$ cat src/rtl/pc_sequencer.sv
// Program-counter sequencer: sequential, PC-relative, register-indirect and return
// redirects, with a circular return-address stack and trap/misalignment handling.
module pc_sequencer #(
  parameter int              XLEN         = 32,
  parameter logic [XLEN-1:0] RESET_VECTOR = '0,
  parameter logic [XLEN-1:0] TRAP_VECTOR  = 'h100,
  parameter int              RAS_DEPTH    = 4
) (
  input  logic            clk,
  input  logic            areset,
  input  logic            stall,
  input  logic            trap_en,
  input  logic [1:0]      pc_sel,
  input  logic [XLEN-1:0] imm,
  input  logic [XLEN-1:0] rs1,
  input  logic            ras_push,
  output logic [XLEN-1:0] pc_out,
  output logic [XLEN-1:0] pc_plus4,
  output logic            misalign,
  output logic            ras_underflow,
  output logic            ras_empty,
  output logic            ras_full
);

  localparam int PW = $clog2(RAS_DEPTH);
  localparam int CW = $clog2(RAS_DEPTH + 1);

  typedef enum logic [1:0] {
    SEL_SEQ = 2'b00,
    SEL_REL = 2'b01,
    SEL_IND = 2'b10,
    SEL_RET = 2'b11
  } pc_sel_e;

  logic [XLEN-1:0] ras_mem [RAS_DEPTH];
  logic [PW-1:0]   top_ptr, top_ptr_next;
  logic [CW-1:0]   count, count_next;
  logic [XLEN-1:0] pc_next, target;
  logic            misalign_next, underflow_next;
  logic            do_push;
  logic            ras_we;
  logic [PW-1:0]   ras_waddr;

  assign pc_plus4  = pc_out + XLEN'(4);
  assign ras_empty = (count == '0);
  assign ras_full  = (count == CW'(RAS_DEPTH));

  // NOTE: every signal gets a default before any branch so no path leaves it
  // unassigned; a missing default here would infer a latch.
  always_comb begin
    pc_next        = pc_out;
    top_ptr_next   = top_ptr;
    count_next     = count;
    misalign_next  = 1'b0;
    underflow_next = 1'b0;
    do_push        = 1'b0;
    ras_we         = 1'b0;
    ras_waddr      = top_ptr + 1'b1;
    target         = '0;

    if (trap_en) begin
      pc_next = TRAP_VECTOR;
    end else if (!stall) begin
      unique case (pc_sel_e'(pc_sel))
        SEL_SEQ: begin
          pc_next = pc_plus4;
          do_push = ras_push;
        end
        SEL_REL, SEL_IND: begin
          target = (pc_sel == SEL_REL) ? (pc_out + imm) : ((rs1 + imm) & ~XLEN'(1));
          if (target[1:0] != 2'b00) begin
            pc_next       = TRAP_VECTOR;
            misalign_next = 1'b1;
          end else begin
            pc_next = target;
            do_push = ras_push;
          end
        end
        SEL_RET: begin
          if (count != '0) begin
            pc_next = ras_mem[top_ptr];
            if (ras_push) begin
              // Call-and-return in one cycle: the popped slot takes the new link.
              ras_we    = 1'b1;
              ras_waddr = top_ptr;
            end else begin
              top_ptr_next = top_ptr - 1'b1;
              count_next   = count - 1'b1;
            end
          end else begin
            pc_next        = pc_plus4;
            underflow_next = 1'b1;
            do_push        = ras_push;
          end
        end
        default: ;
      endcase

      // Pushing when full lands on the oldest slot because the pointer wraps.
      if (do_push) begin
        ras_we       = 1'b1;
        top_ptr_next = top_ptr + 1'b1;
        if (!ras_full) count_next = count + 1'b1;
      end
    end
  end

  // NOTE: sequential state uses non-blocking assignments so every register
  // samples pre-edge values regardless of statement order.
  always_ff @(posedge clk) begin
    if (areset) begin
      pc_out        <= RESET_VECTOR;
      top_ptr       <= '0;
      count         <= '0;
      misalign      <= 1'b0;
      ras_underflow <= 1'b0;
    end else begin
      pc_out        <= pc_next;
      top_ptr       <= top_ptr_next;
      count         <= count_next;
      misalign      <= misalign_next;
      ras_underflow <= underflow_next;
    end
  end

  // NOTE: the stack storage is deliberately not reset; count gates every read,
  // so clearing it would only add reset fan-out.
  always_ff @(posedge clk) begin
    if (!areset && ras_we) ras_mem[ras_waddr] <= pc_plus4;
  end

endmodule

$ cat config.mk
export PLATFORM = sky130hd
export DESIGN_NAME = pc_sequencer
export DESIGN_NICKNAME = d
export VERILOG_FILES = /design/src/rtl/pc_sequencer.sv
export SDC_FILE = /design/constraint.sdc
export NUM_CORES = 1
export LEC_CHECK = 0
export ABC_AREA = 1
export ABC_CLOCK_PERIOD_IN_PS = 11700
export BUFFER_PORTS_ARGS = -buffer_cell sky130_fd_sc_hd__buf_2
export CORE_AREA = 2 2 211 213
export DETAILED_ROUTE_END_ITERATION = 7
export DIE_AREA = 0 0 213 215
export PLACE_DENSITY = 0.51
export SKIP_LAST_GASP = 1
export SYNTH_ARGS = -nofsm -noshare
export SYNTH_HDL_FRONTEND = slang
export SYNTH_SLANG_ARGS = --single-unit
$ cat constraint.sdc
create_clock -name clk -period 11.7 [get_ports clk]
set_input_delay 0.585 -clock clk [delete_from_list [all_inputs] [get_ports clk]]
set_output_delay 0.585 -clock clk [all_outputs]
set_load 0.01 [all_outputs]
Word level (Yosys, flattened, before mapping)
Memory sizes are Yosys's and may differ from the RTL's. A register that Yosys moved wholly into a read port is not among the register bits.
Index checks and enable logic that the tools add are counted.
{"block": "classes", "addsub": 7, "n_bitwise": 4, "eq_ne": 6, "n_reduce_logical": 14, "n_mux": 37}
{"op": "$mux W32", "count": 3}
{"op": "$pmux W32 S3", "count": 1}
{"op": "$add A32 B32 Y32", "count": 2}
{"op": "$add A32 B3 Y32 const B", "count": 1}
{"op": "$mux W2", "count": 11}
{"op": "$mux W9", "count": 2}
{"op": "$mux W3", "count": 5}
{"op": "$mux W1", "count": 14}
{"op": "$reduce_or A4 Y1", "count": 2}
{"op": "$reduce_bool A2 Y1", "count": 3}
{"op": "$reduce_and A5 Y1", "count": 1}
{"op": "$eq A2 B2 Y1 const B", "count": 2}
{"op": "$ne A2 B1 Y1 const B", "count": 2}
{"op": "$not A1 Y1", "count": 4}
{"op": "$reduce_or A2 Y1", "count": 2}
{"op": "$add A3 B1 Y3 const B", "count": 1}
{"op": "$eq A3 B3 Y1 const B", "count": 1}
{"op": "$logic_not A3 Y1", "count": 1}
{"op": "$pmux W1 S3", "count": 1}
{"op": "$reduce_bool A3 Y1", "count": 1}
{"op": "$sub A3 B1 Y3 const B", "count": 1}
{"op": "$add A2 B1 Y2 const B", "count": 1}
{"op": "$eq A2 B1 Y1 const B", "count": 1}
{"op": "$logic_not A2 Y1", "count": 1}
{"op": "4 further kinds", "count": 4}
{"block": "word_totals", "memories": 1, "ram_bits": 128, "ff_bits": 39}
{"name": "ras_mem", "depth": 4, "word_bits": 32, "read_ports": 1, "rd_clocked_by_memory_dff": 1, "wr": 1, "line": "35", "text": "logic [XLEN-1:0] ras_mem [RAS_DEPTH];"}

Longest topological paths before layout
Gate-level depths: netlist of run 1.
{"block": "depth", "ltp_word": 13, "depth_mapped": 18, "depth_no_buf": 18}

Least setup slack after synthesis of run 1
No wires, ideal clock.
{"block": "synth_timing", "path_kind": "input-to-reg", "start": "input port imm[0]", "end": "memory ras_mem[0][0], enable pin", "setup_slack_ps": 6713, "required_time_ps": 11232, "arrival_time_ps": 4520, "stages": 9, "cell_sequence": "ha_1 inv_1 fa_1 a31oi_1 nor2_1 inv_2 a21oi_4 o21ai_0 nor3b_1"}
{"block": "synth_via", "elab_chain_cells": 13}
{"element": "start: declaration", "line": "14", "text": "input logic [XLEN-1:0] imm,"}
{"element": "$add A32 B32 Y32", "line": "70", "text": "target = (pc_sel == SEL_REL) ? (pc_out + imm) : ((rs1 + imm) & ~XLEN'(1));"}
{"element": "$mux W32 (*)", "line": "70"}
{"element": "$reduce_bool A2 Y1 (*)", "line": "71", "text": "if (target[1:0] != 2'b00) begin"}
{"element": "$mux W1 (*)", "line": "71"}
{"element": "$pmux W1 S3 (*)", "line": "64", "text": "unique case (pc_sel_e'(pc_sel))"}
{"element": "$mux W1 (*)", "line": "63", "text": "end else if (!stall) begin"}
{"element": "$mux W1 (*)", "line": "61", "text": "if (trap_en) begin"}
{"element": "$mux W1 (*)", "line": "100", "text": "if (do_push) begin"}
{"element": "$mux W1 (*)", "line": "63"}
{"element": "$mux W1 (*)", "line": "61"}
{"element": "$logic_and A1 B1 Y1 (*)", "line": "129", "text": "if (!areset && ras_we) ras_mem[ras_waddr] <= pc_plus4;"}
{"element": "$mux W1 (*)", "line": "129"}
{"element": "$mux W1 (not written as such) (*)", "line": "129"}
{"element": "end: declaration", "line": "35"}
Every way passes the cells marked *; elsewhere a longest branch is shown, timed or not. The select of a mux whose other input is x is not followed.

==> results.py, run 1 <==
metrics = {
    "routing": {
        "first_pass_iters": 5,
        "routed_wl_um": 46200,
        "dr.first_iter.drc_count": 1031,
        "viasPerCell": 4.83,
        "dr_total_vias": 12873,
        "wl_per_cell_um": 17.4,
        "drc": 0,
        "ant_nets": 0,
    },
    "critical_path": {
        "path_cells": "ha_1 > inv_1 > fa_1 > a31oi_1 > nor2_2 > inv_2 > a21oi_4 > o21ai_0 > nor3b_2 > buf_4",
        "slowest_delay_ns": 0.80,
        "crit_arrival_ns": 4.15,
        "critPathTopFamily": "simple AND/OR/NAND/NOR gates",
        "slowest_stage": "nor2_2",
        "worstPathMaxFanout": 32,
        "cp-start-kind": "register",
        "worst_ep_required_time_ns": 11.76,
        "crit_type": "reg -> reg",
        "critical_path.endpoint_type": "register",
        "cp_num_buf_inv": 3,
    },
    "yosys": {
        "async_flop_share_pct": 0,
        "synth_fa_ha_area_share_pct": 6.87,
        "synth_area_leaders": "edfxtp_1 (30%), nand2_1 (19%), inv_1 (9.6%)",
        "ys.flop_type": "edfxtp_1",
        "ys_ff_latch": 169,
        "synth_cell_types": 53,
        "ys_seq_area_share_pct": 36.0,
        "syn_inst": 1933,
        "yosys-mux-area-fraction_pct": 0,
        "synth_area_per_cell_um2": 6.71,
        "synthXorXnorAreaFrac_pct": 2.09,
        "synth_top_cells_by_count": "nand2_1 (662), inv_1 (332), nor2_1 (158), edfxtp_1 (128), nand3_1 (117)",
        "synth_fp_nets": 2074,
        "synthSimpleGateAreaFrac_pct": 32.4,
        "yosys_warnings": 0,
        "netlist.area_leader.share_pct": 29.6,
        "yosys.cell_count.top_type": "nand2_1",
        "yosysTopAreaCell": "edfxtp_1",
        "synth_top_family_by_area": "simple AND/OR/NAND/NOR gates",
        "synth-edff-count": 128,
        "synth_area_um2": 13000,
        "synth_compound_area_share_pct": 11.4,
    },
    "grt": {
        "grt_max_degree": 66,
        "grt_pass1_wl_um": 70200,
        "grt_usage_pct": 20.2,
        "antenna_found_initial": 0,
        "grt_pass1_vias": 12024,
        "overflow": 0,
    },
    "clock_tree": {
        "cts_resized": 0,
        "cts_setup_buffers": 0,
        "path_clk_slew_ns": 0.07,
        "ctsHoldBuffers": 0,
        "htree_levels": 4,
        "cts_tree": "done",
        "cts_buffer_depth": 2,
        "cts_made_buffers": 17,
        "insertion_delay_ns": 0.43,
        "clock_sinks": 169,
        "cts_root_buffer": "clkbuf_16",
    },
    "timing": {
        "final_hold_viol_count": 0,
        "relSlewSlack_pct": 23.6,
        "setup_viol_count_final": 0,
        "maxSlewViolCount": 0,
        "finClkSkew_ns": 0.0127,
        "hold-worst-slack_ns": 0.426,
        "finalCritPeriodShare_pct": 34.9,
        "finalSetupTns_ns": 0,
        "rsz0062_at_grt": "false",
        "worstMarginPinSlew_ns": 1.15,
        "fin_crit_ns": 4.08,
        "max_freq_mhz": 245,
    },
    "die": {
        "die_y_um": 215,
        "ioPinCount": 139,
        "coreArea_um2": 43600,
        "dieWidth_um": 213,
        "start_util_pct": 29.7,
        "die_area_um2": 45800,
        "row_count": 77,
    },
    "finish": {
        "nNetsFinal": 2199,
        "drive_above_1_share_pct": 10.7,
        "nFillCells": 4767,
        "syn_to_final_growth_pct": 14.8,
        "regArea_um2": 4670,
        "diodes": 0,
        "multiInputGateArea_um2": 6860,
    },
    "power_and_ir_drop": {
        "p_leak_nw": 7.37,
        "p_int_mw": 1.05,
        "p_switching_uw": 496,
        "max-vdd-ir-drop_mv": 0.0914,
        "seqPwrFrac_pct": 42.7,
        "power_frac_comb_pct": 21.7,
        "clockPowerShare_pct": 35.6,
        "power_density_nw_per_um2": 104,
        "netSwitchingFraction_pct": 32.1,
    },
    "run_status": {
        "status": "finished, final reports clean",
    },
    "placement": {
        "gp_congestion": 0.923,
        "io_buffers": 138,
        "dpl.hpwl_um": 36400,
    },
    "flow_run": {
        "maxCapViolCount": 0,
    },
    "min_path": {
        "hold_path_class": "in -> reg",
    },
}
power by group through the flow:
| stage | Clock, mW | Combinational [mW] | Sequential [mW] |
|---|---|---|---|
| 6_report | 0.550 | 0.336 | 0.660 |
| 4_1_cts | 0.560 | 0.337 | 0.660 |
| 3_3_place_gp | 0 | 0.333 | 0.673 |
| 5_1_grt | 0.583 | 0.377 | 0.660 |
| 3_5_place_dp | 0 | 0.335 | 0.673 |
| 2_1_floorplan | 0 | 0.218 | 0.669 |
cell families (layout without fill, tap and decap cells):
kind of cell | after synthesis | in the layout
simple gates | 1012 | 1012
buf+inv | 386 | 524
fa+ha+maj | 70 | 70
compound gates | 265 | 265
xor+xnor | 31 | 31
flops | 169 | 169
metal layers:
layer / vias up / GRT usage [%] / share of wire, %
met2: 384 / 32.9 / 46
met3: 58 / 2.16 / 5.0
met4: 0 / 6.22 / 2.8
met1: 5970 / 27.9 / 46
met5: - / 0 / 0
li1: 6461 / - / -
area by class of cell:
class | instances | share of cell area, %
inverter | 344 | 8.67
tap | 592 | 4.98
clock inverter | 15 | 0.933
clock buffer | 17 | 2.86
sequential | 169 | 31.3
multi-input combinational | 1378 | 46.1
timing repair buffer | 148 | 5.14
sequential cells by signal (all words and copies together), names as in the netlist, named ones only:
signal         count
ras_underflow      1
misalign           1
top_ptr            2
ras_mem          128
count              3
pc_out            30
stage by stage:
| stage | std cells | cell area [µm²] | util (%) | worst slack, ns | power (mW) |
|---|---|---|---|---|---|
| 6_report | 2663 | 14900 | 34.1 | 7.62 | 1.55 |
| 2_1_floorplan | 1933 | 13000 | - | 6.71 | 0.887 |
| 5_1_grt | 2663 | 14900 | 34.1 | 7.18 | 1.62 |
| 3_3_place_gp | 2631 | 14300 | 32.8 | 7.68 | 1.01 |
| 4_1_cts | 2663 | 14900 | 34.1 | 7.59 | 1.56 |
| 3_5_place_dp | 2631 | 14300 | 32.8 | 7.54 | 1.01 |
placed cells by master (no fill, tap or decap), types with 40 or more instances in the layout:
| master | instances |
|---|---|
| a21oi_1 | 114 |
| edfxtp_1 | 128 |
| nand3_1 | 117 |
| o21ai_0 | 88 |
| buf_2 | 138 |
| nor2_1 | 156 |
| inv_1 | 332 |
| ha_1 | 68 |
| nand2_1 | 662 |
| dfxtp_1 | 40 |
worst reg2reg max path, stage by stage (launching register included):
cell and delay (ns):
dfxtp_1 0.55, ha_1 0.30, inv_1 0.07, fa_1 0.48
a31oi_1 0.11, nor2_2 0.80, inv_2 0.22, a21oi_4 0.24
o21ai_0 0.25, nor3b_2 0.22, buf_4 0.45
final timing paths:
path                 start             end  slack, ns  cells after the start
setup / recovery  register  ras_mem[0][20]       7.62                     10
hold / removal      areset        count[1]       0.43                      2
setup reg to reg  register  ras_mem[0][20]       7.62                     10
hold reg to reg   count[2]        count[2]       0.54                      2
No activity file was read; power rests on OpenSTA's default activity.
==> inputs of run 2 (changes only) <==
--- a/config.mk
+++ b/config.mk
@@ -6,12 +6,12 @@
 export NUM_CORES = 1
 export LEC_CHECK = 0
 export ABC_AREA = 1
-export ABC_CLOCK_PERIOD_IN_PS = 11700
+export ABC_CLOCK_PERIOD_IN_PS = 3320
 export BUFFER_PORTS_ARGS = -buffer_cell sky130_fd_sc_hd__buf_2
 export CORE_AREA = 2 2 211 213
 export DETAILED_ROUTE_END_ITERATION = 7
 export DIE_AREA = 0 0 213 215
-export PLACE_DENSITY = 0.51
+export PLACE_DENSITY = 0.53
 export SKIP_LAST_GASP = 1
 export SYNTH_ARGS = -nofsm -noshare
 export SYNTH_HDL_FRONTEND = slang
==> constraint.sdc (replaced) <==
create_clock -name clk -period 3.32 [get_ports clk]
set_input_delay 0.166 -clock clk [delete_from_list [all_inputs] [get_ports clk]]
set_output_delay 0.166 -clock clk [all_outputs]
set_load 0.01 [all_outputs]
==> run 2 against run 1 <==
Net effect: power rose to 3.6 times the previous value; final area rose by 1.3%; worst setup slack lost 7.4 ns; critical path depth down 3; first-iteration DRC count rose by 1.7%; highest routed layer unchanged; register-to-register slack lost 7.2 ns; largest power group unchanged; clock-buffer cell count is the same; cell count is 0.64% higher.
==> results.py, run 2 (synthesis gave the netlist of run 1 again) <==
metrics = {
    "timing": {
        "rsz0062_at_grt": "false",
        "worstMarginPinSlew_ns": 0.930,
        "fin_crit_ns": 3.07,
        "finalSetupTns_ns": 0,
        "maxSlewViolCount": 0,
        "finClkSkew_ns": 0.0185,
        "finalCritPeriodShare_pct": 92.5,
        "relSlewSlack_pct": 37.9,
        "max_freq_mhz": 326,
        "setup_viol_count_final": 0,
        "timing.final.ws_setup_ns": 0.249,
        "final_hold_viol_count": 0,
    },
    "min_path": {
        "hold_path_class": "in -> reg",
    },
    "finish": {
        "reg_top3": "ras_mem (128), pc_out (30), count (3)",
        "layout_commonest_cell": "nand2_1",
        "regMostFlops": "ras_mem",
        "diodes": 0,
        "most-common-layout-cells": "nand2_1 (662), inv_1 (332), nor2_1 (156)",
        "syn_to_final_growth_pct": 16.3,
        "largest_reg_flops": 128,
        "multiInputGateArea_um2": 6880,
        "drive_above_1_share_pct": 11.4,
        "nFillCells": 4741,
        "regArea_um2": 4670,
        "nNetsFinal": 2216,
    },
    "grt": {
        "antenna_found_initial": 0,
        "top_usage_layer": "met2",
        "grt_usage_pct": 20.4,
        "use_met2_pct": 33.5,
        "met1_usage_pct": 28.2,
        "grt_pass1_vias": 11799,
        "grt_max_degree": 65,
        "overflow": 0,
        "grt_use_met3_pct": 2.38,
        "grt_pass1_wl_um": 70400,
    },
    "die": {
        "coreArea_um2": 43600,
        "dieWidth_um": 213,
        "start_util_pct": 29.7,
        "die_area_um2": 45800,
        "row_count": 77,
        "die_y_um": 215,
        "ioPinCount": 139,
    },
    "critical_path": {
        "r2r_setup_slack_ns": 0.46,
        "path_cells": "ha_1 > inv_1 > nor3_4 > nand3_2 > nor2_4 > xor2_1 > buf_2",
        "worstPathMaxFanout": 6,
        "crit_arrival_ns": 2.91,
        "worst_ep_required_time_ns": 3.15,
        "critical_path.endpoint_type": "output port",
        "cp-startpoint": "pc_out[2]",
        "crit_type": "reg -> out",
        "worstReg2RegEnd": "ras_mem[0][28]",
        "crit_end": "pc_plus4[10]",
        "cp-start-kind": "register",
        "slowest_stage": "xor2_1",
        "slowest_delay_ns": 0.53,
        "worst-r2r-cell-count": 10,
    },
    "routing": {
        "wl_per_cell_um": 17.5,
        "routed_wl_um": 46900,
        "viasPerCell": 4.76,
        "dr_total_vias": 12763,
        "first_pass_iters": 5,
        "dr.first_iter.drc_count": 1049,
        "ant_nets": 0,
        "drc": 0,
    },
    "clock_tree": {
        "clock_sinks": 169,
        "path_clk_slew_ns": 0.07,
        "htree_levels": 4,
        "ctsHoldBuffers": 0,
        "cts_resized": 0,
        "insertion_delay_ns": 0.44,
        "cts_tree": "done",
        "cts_made_buffers": 17,
        "cts_buffer_depth": 2,
        "cts_root_buffer": "clkbuf_16",
        "cts_setup_buffers": 0,
    },
    "placement": {
        "post-place-ws_ns": 0.462,
        "dpl.hpwl_um": 37100,
        "gp_congestion": 0.896,
        "io_buffers": 138,
    },
    "run_status": {
        "status": "finished, final reports clean",
    },
    "power_and_ir_drop": {
        "max-vdd-ir-drop_mv": 0.427,
        "power_density_nw_per_um2": 372,
        "p_leak_nw": 7.48,
    },
    "flow_run": {
        "maxCapViolCount": 0,
    },
}
-- run 2: changes by cell type in the layout (fill, tap and decap cells not counted), sizes merged --
| cell | delta |
|---|---|
| bufinv | +2 |
| buf | +17 |
| clkinv | -1 |
| clkinvlp | -1 |
-- run 2: worst min-delay path by stage --
| stage | start | to | cells past startpoint |
|---|---|---|---|
| after global placement | areset | count[1] | 2 |
| after CTS | areset | count[2] | 2 |
| final | areset | count[2] | 2 |
| after detailed placement | areset | pc_out[8] | 2 |
| after global routing | areset | count[1] | 2 |
| after floorplan | trap_en | pc_out[8] | 2 |
-- run 2: final cells by class --
cell class	count	area share (%)
clock inverters	15	1.24
repair buffers	165	5.92
well taps	592	4.91
inverters	344	8.56
flip-flops and latches	169	30.9
clock buffers	17	2.82
multi-input cells	1378	45.6
-- run 2: critical path, delay by kind of cell, from the launching register on --
kind                     cells  cell delay (ns)
XOR/XNOR                     1             0.53
adder cells (fa/ha/maj)      1             0.35
buffers and inverters        2             0.39
flip-flops                   1             0.47
AND/OR/NAND/NOR              3             0.71
-- run 2: per-stage QoR --
step                utilization (%)  cell area [µm²]  total power [mW]  cells  hold WS [ns]
floorplan                         -            13000              3.13   1933         0.345
global placement               33.2            14500              3.56   2648         0.475
detailed placement             33.2            14500              3.56   2648         0.481
CTS                            34.6            15100              5.64   2680        0.0175
global route                   34.6            15100              5.87   2680        0.0556
finish                         34.6            15100              5.61   2680        0.0305
-- run 2: layer usage --
| metal | wire [µm] | share of wire (%) | vias to the layer above |
|---|---|---|---|
| li1 | - | - | 6481 |
| met1 | 21600 | 46 | 5829 |
| met2 | 21700 | 46 | 406 |
| met3 | 2400 | 5.1 | 47 |
| met4 | 1190 | 2.5 | 0 |
| met5 | 0 | 0 | - |
-- run 2: power by group --
part           switching, mW  internal [mW]
clock                  0.887           1.20
combinational          0.824          0.379
sequential            0.0323           2.28
total                   1.74           3.86
==> inputs of run 3 (changes only) <==
--- a/config.mk
+++ b/config.mk
@@ -9,9 +9,11 @@
 export ABC_CLOCK_PERIOD_IN_PS = 3320
 export BUFFER_PORTS_ARGS = -buffer_cell sky130_fd_sc_hd__buf_2
 export CORE_AREA = 2 2 211 213
+export CTS_CLUSTER_SIZE = 20
 export DETAILED_ROUTE_END_ITERATION = 7
 export DIE_AREA = 0 0 213 215
 export PLACE_DENSITY = 0.53
+export RECOVER_POWER = 100
 export SKIP_LAST_GASP = 1
 export SYNTH_ARGS = -nofsm -noshare
 export SYNTH_HDL_FRONTEND = slang
==> run 3 against run 2 <==
Net effect: final area fell by 0.93%; first-iteration DRC count rose by 2.0%; largest cell class unchanged; utilization shrank 0.32 points; hold slack got worse by 0.013 ns; die area did not move; clock skew is 0.0017 ns higher.
==> results.py, run 3 (synthesis gave the netlist of run 1 again) <==
metrics = {
    "routing": {
        "wl_per_cell_um": 17.5,
        "drc": 0,
        "routed_wl_um": 46900,
        "viasPerCell": 4.75,
        "dr_total_vias": 12737,
        "ant_nets": 0,
        "dr.first_iter.drc_count": 1070,
        "first_pass_iters": 5,
    },
    "timing": {
        "finalSetupTns_ns": 0,
        "maxSlewViolCount": 0,
        "fin_crit_ns": 3.09,
        "max_freq_mhz": 324,
        "timing.final.ws_setup_ns": 0.231,
        "finalCritPeriodShare_pct": 93.0,
        "relSlewSlack_pct": 37.7,
        "final_hold_viol_count": 0,
        "worstMarginPinSlew_ns": 0.934,
        "setup_viol_count_final": 0,
        "finClkSkew_ns": 0.0202,
        "rsz0062_at_grt": "false",
    },
    "clock_tree": {
        "cts_resized": 0,
        "ctsHoldBuffers": 0,
        "cts_buffer_depth": 2,
        "htree_levels": 4,
        "insertion_delay_ns": 0.44,
        "cts_tree": "done",
        "cts_made_buffers": 17,
        "cts_setup_buffers": 0,
        "path_clk_slew_ns": 0.08,
        "clock_sinks": 169,
        "cts_root_buffer": "clkbuf_16",
    },
    "critical_path": {
        "critical_path.endpoint_type": "output port",
        "worstPathMaxFanout": 6,
        "crit_arrival_ns": 2.92,
        "crit_type": "reg -> out",
        "worst_ep_required_time_ns": 3.15,
        "worst-r2r-cell-count": 10,
        "cp-start-kind": "register",
    },
    "die": {
        "die_area_um2": 45800,
        "row_count": 77,
        "ioPinCount": 139,
        "start_util_pct": 29.7,
        "die_y_um": 215,
        "coreArea_um2": 43600,
        "dieWidth_um": 213,
    },
    "flow_run": {
        "maxCapViolCount": 0,
    },
    "placement": {
        "gp_congestion": 0.896,
        "post-place-ws_ns": 0.462,
        "dpl.hpwl_um": 37100,
        "io_buffers": 138,
    },
    "run_status": {
        "status": "finished, final reports clean",
    },
    "finish": {
        "nFillCells": 4772,
        "reg_top3": "ras_mem (128), pc_out (30), count (3)",
        "layout_commonest_cell": "nand2_1",
        "nNetsFinal": 2216,
        "diodes": 0,
        "drive_above_1_share_pct": 7.71,
        "multiInputGateArea_um2": 6860,
        "regMostFlops": "ras_mem",
        "largest_reg_flops": 128,
        "most-common-layout-cells": "nand2_1 (662), inv_1 (336), nor2_1 (158)",
        "syn_to_final_growth_pct": 15.2,
        "regArea_um2": 4670,
    },
    "power_and_ir_drop": {
        "p_leak_nw": 7.19,
        "power_density_nw_per_um2": 375,
        "max-vdd-ir-drop_mv": 0.426,
    },
    "grt": {
        "overflow": 0,
        "grt_max_degree": 65,
        "grt_usage_pct": 20.4,
        "grt_pass1_wl_um": 70400,
        "antenna_found_initial": 0,
        "grt_pass1_vias": 11799,
    },
    "min_path": {
        "hold_path_class": "in -> reg",
        "whs_path_depth": 2,
    },
}
## run 3: per-stage QoR
stage	util (%)	cell area (µm²)	hold WS [ns]	power, mW	std cells
after floorplan	-	13000	0.345	3.13	1933
final	34.2	14900	0.0176	5.60	2680
after detailed placement	33.2	14500	0.481	3.56	2648
after CTS	34.6	15100	0.0175	5.64	2680
after global placement	33.2	14500	0.475	3.56	2648
after global routing	34.2	14900	0.0545	5.86	2680
## run 3: power breakdown
group          internal, mW  switching, mW  leakage, nW  total, mW
clock                  1.20          0.892        0.295       2.09
combinational         0.368          0.821         5.36       1.19
sequential             2.28         0.0326         1.53       2.32
## run 3: metal layers
layer,global-route usage (%),part of all wire (%),up-vias
met5,0,0,-
met4,5.64,2.5,0
met3,2.38,4.7,46
met2,33.5,46,372
met1,28.2,46,5832
li1,-,-,6487
## run 3: path summary, 6_finish.rpt
kind / to / slack, ns / from
worst min-delay path: count[2] / 0.02 / areset
worst max-delay path: pc_plus4[19] / 0.23 / pc_out[2]
worst min register to register: count[2] / 0.53 / count[2]
worst max register to register: ras_mem[0][26] / 0.37 / register
## run 3: area by class of cell
cell class,instances,share of cell area [%]
Clock buffer,17,2.85
Clock inverter,15,1.26
Sequential cell,169,31.2
Inverter,344,8.64
Multi-Input combinational cell,1378,45.9
Tap cell,592,4.96
Timing Repair Buffer,165,5.19
## run 3: worst max-delay path, cell delays in order, from the launching register on
cell      delay [ns]
dfxtp_1         0.46
inv_1           0.24
nor3_4          0.32
nand3_4         0.17
nor2_1          0.37
nand4_1         0.17
xnor2_1         0.49
clkbuf_2        0.26
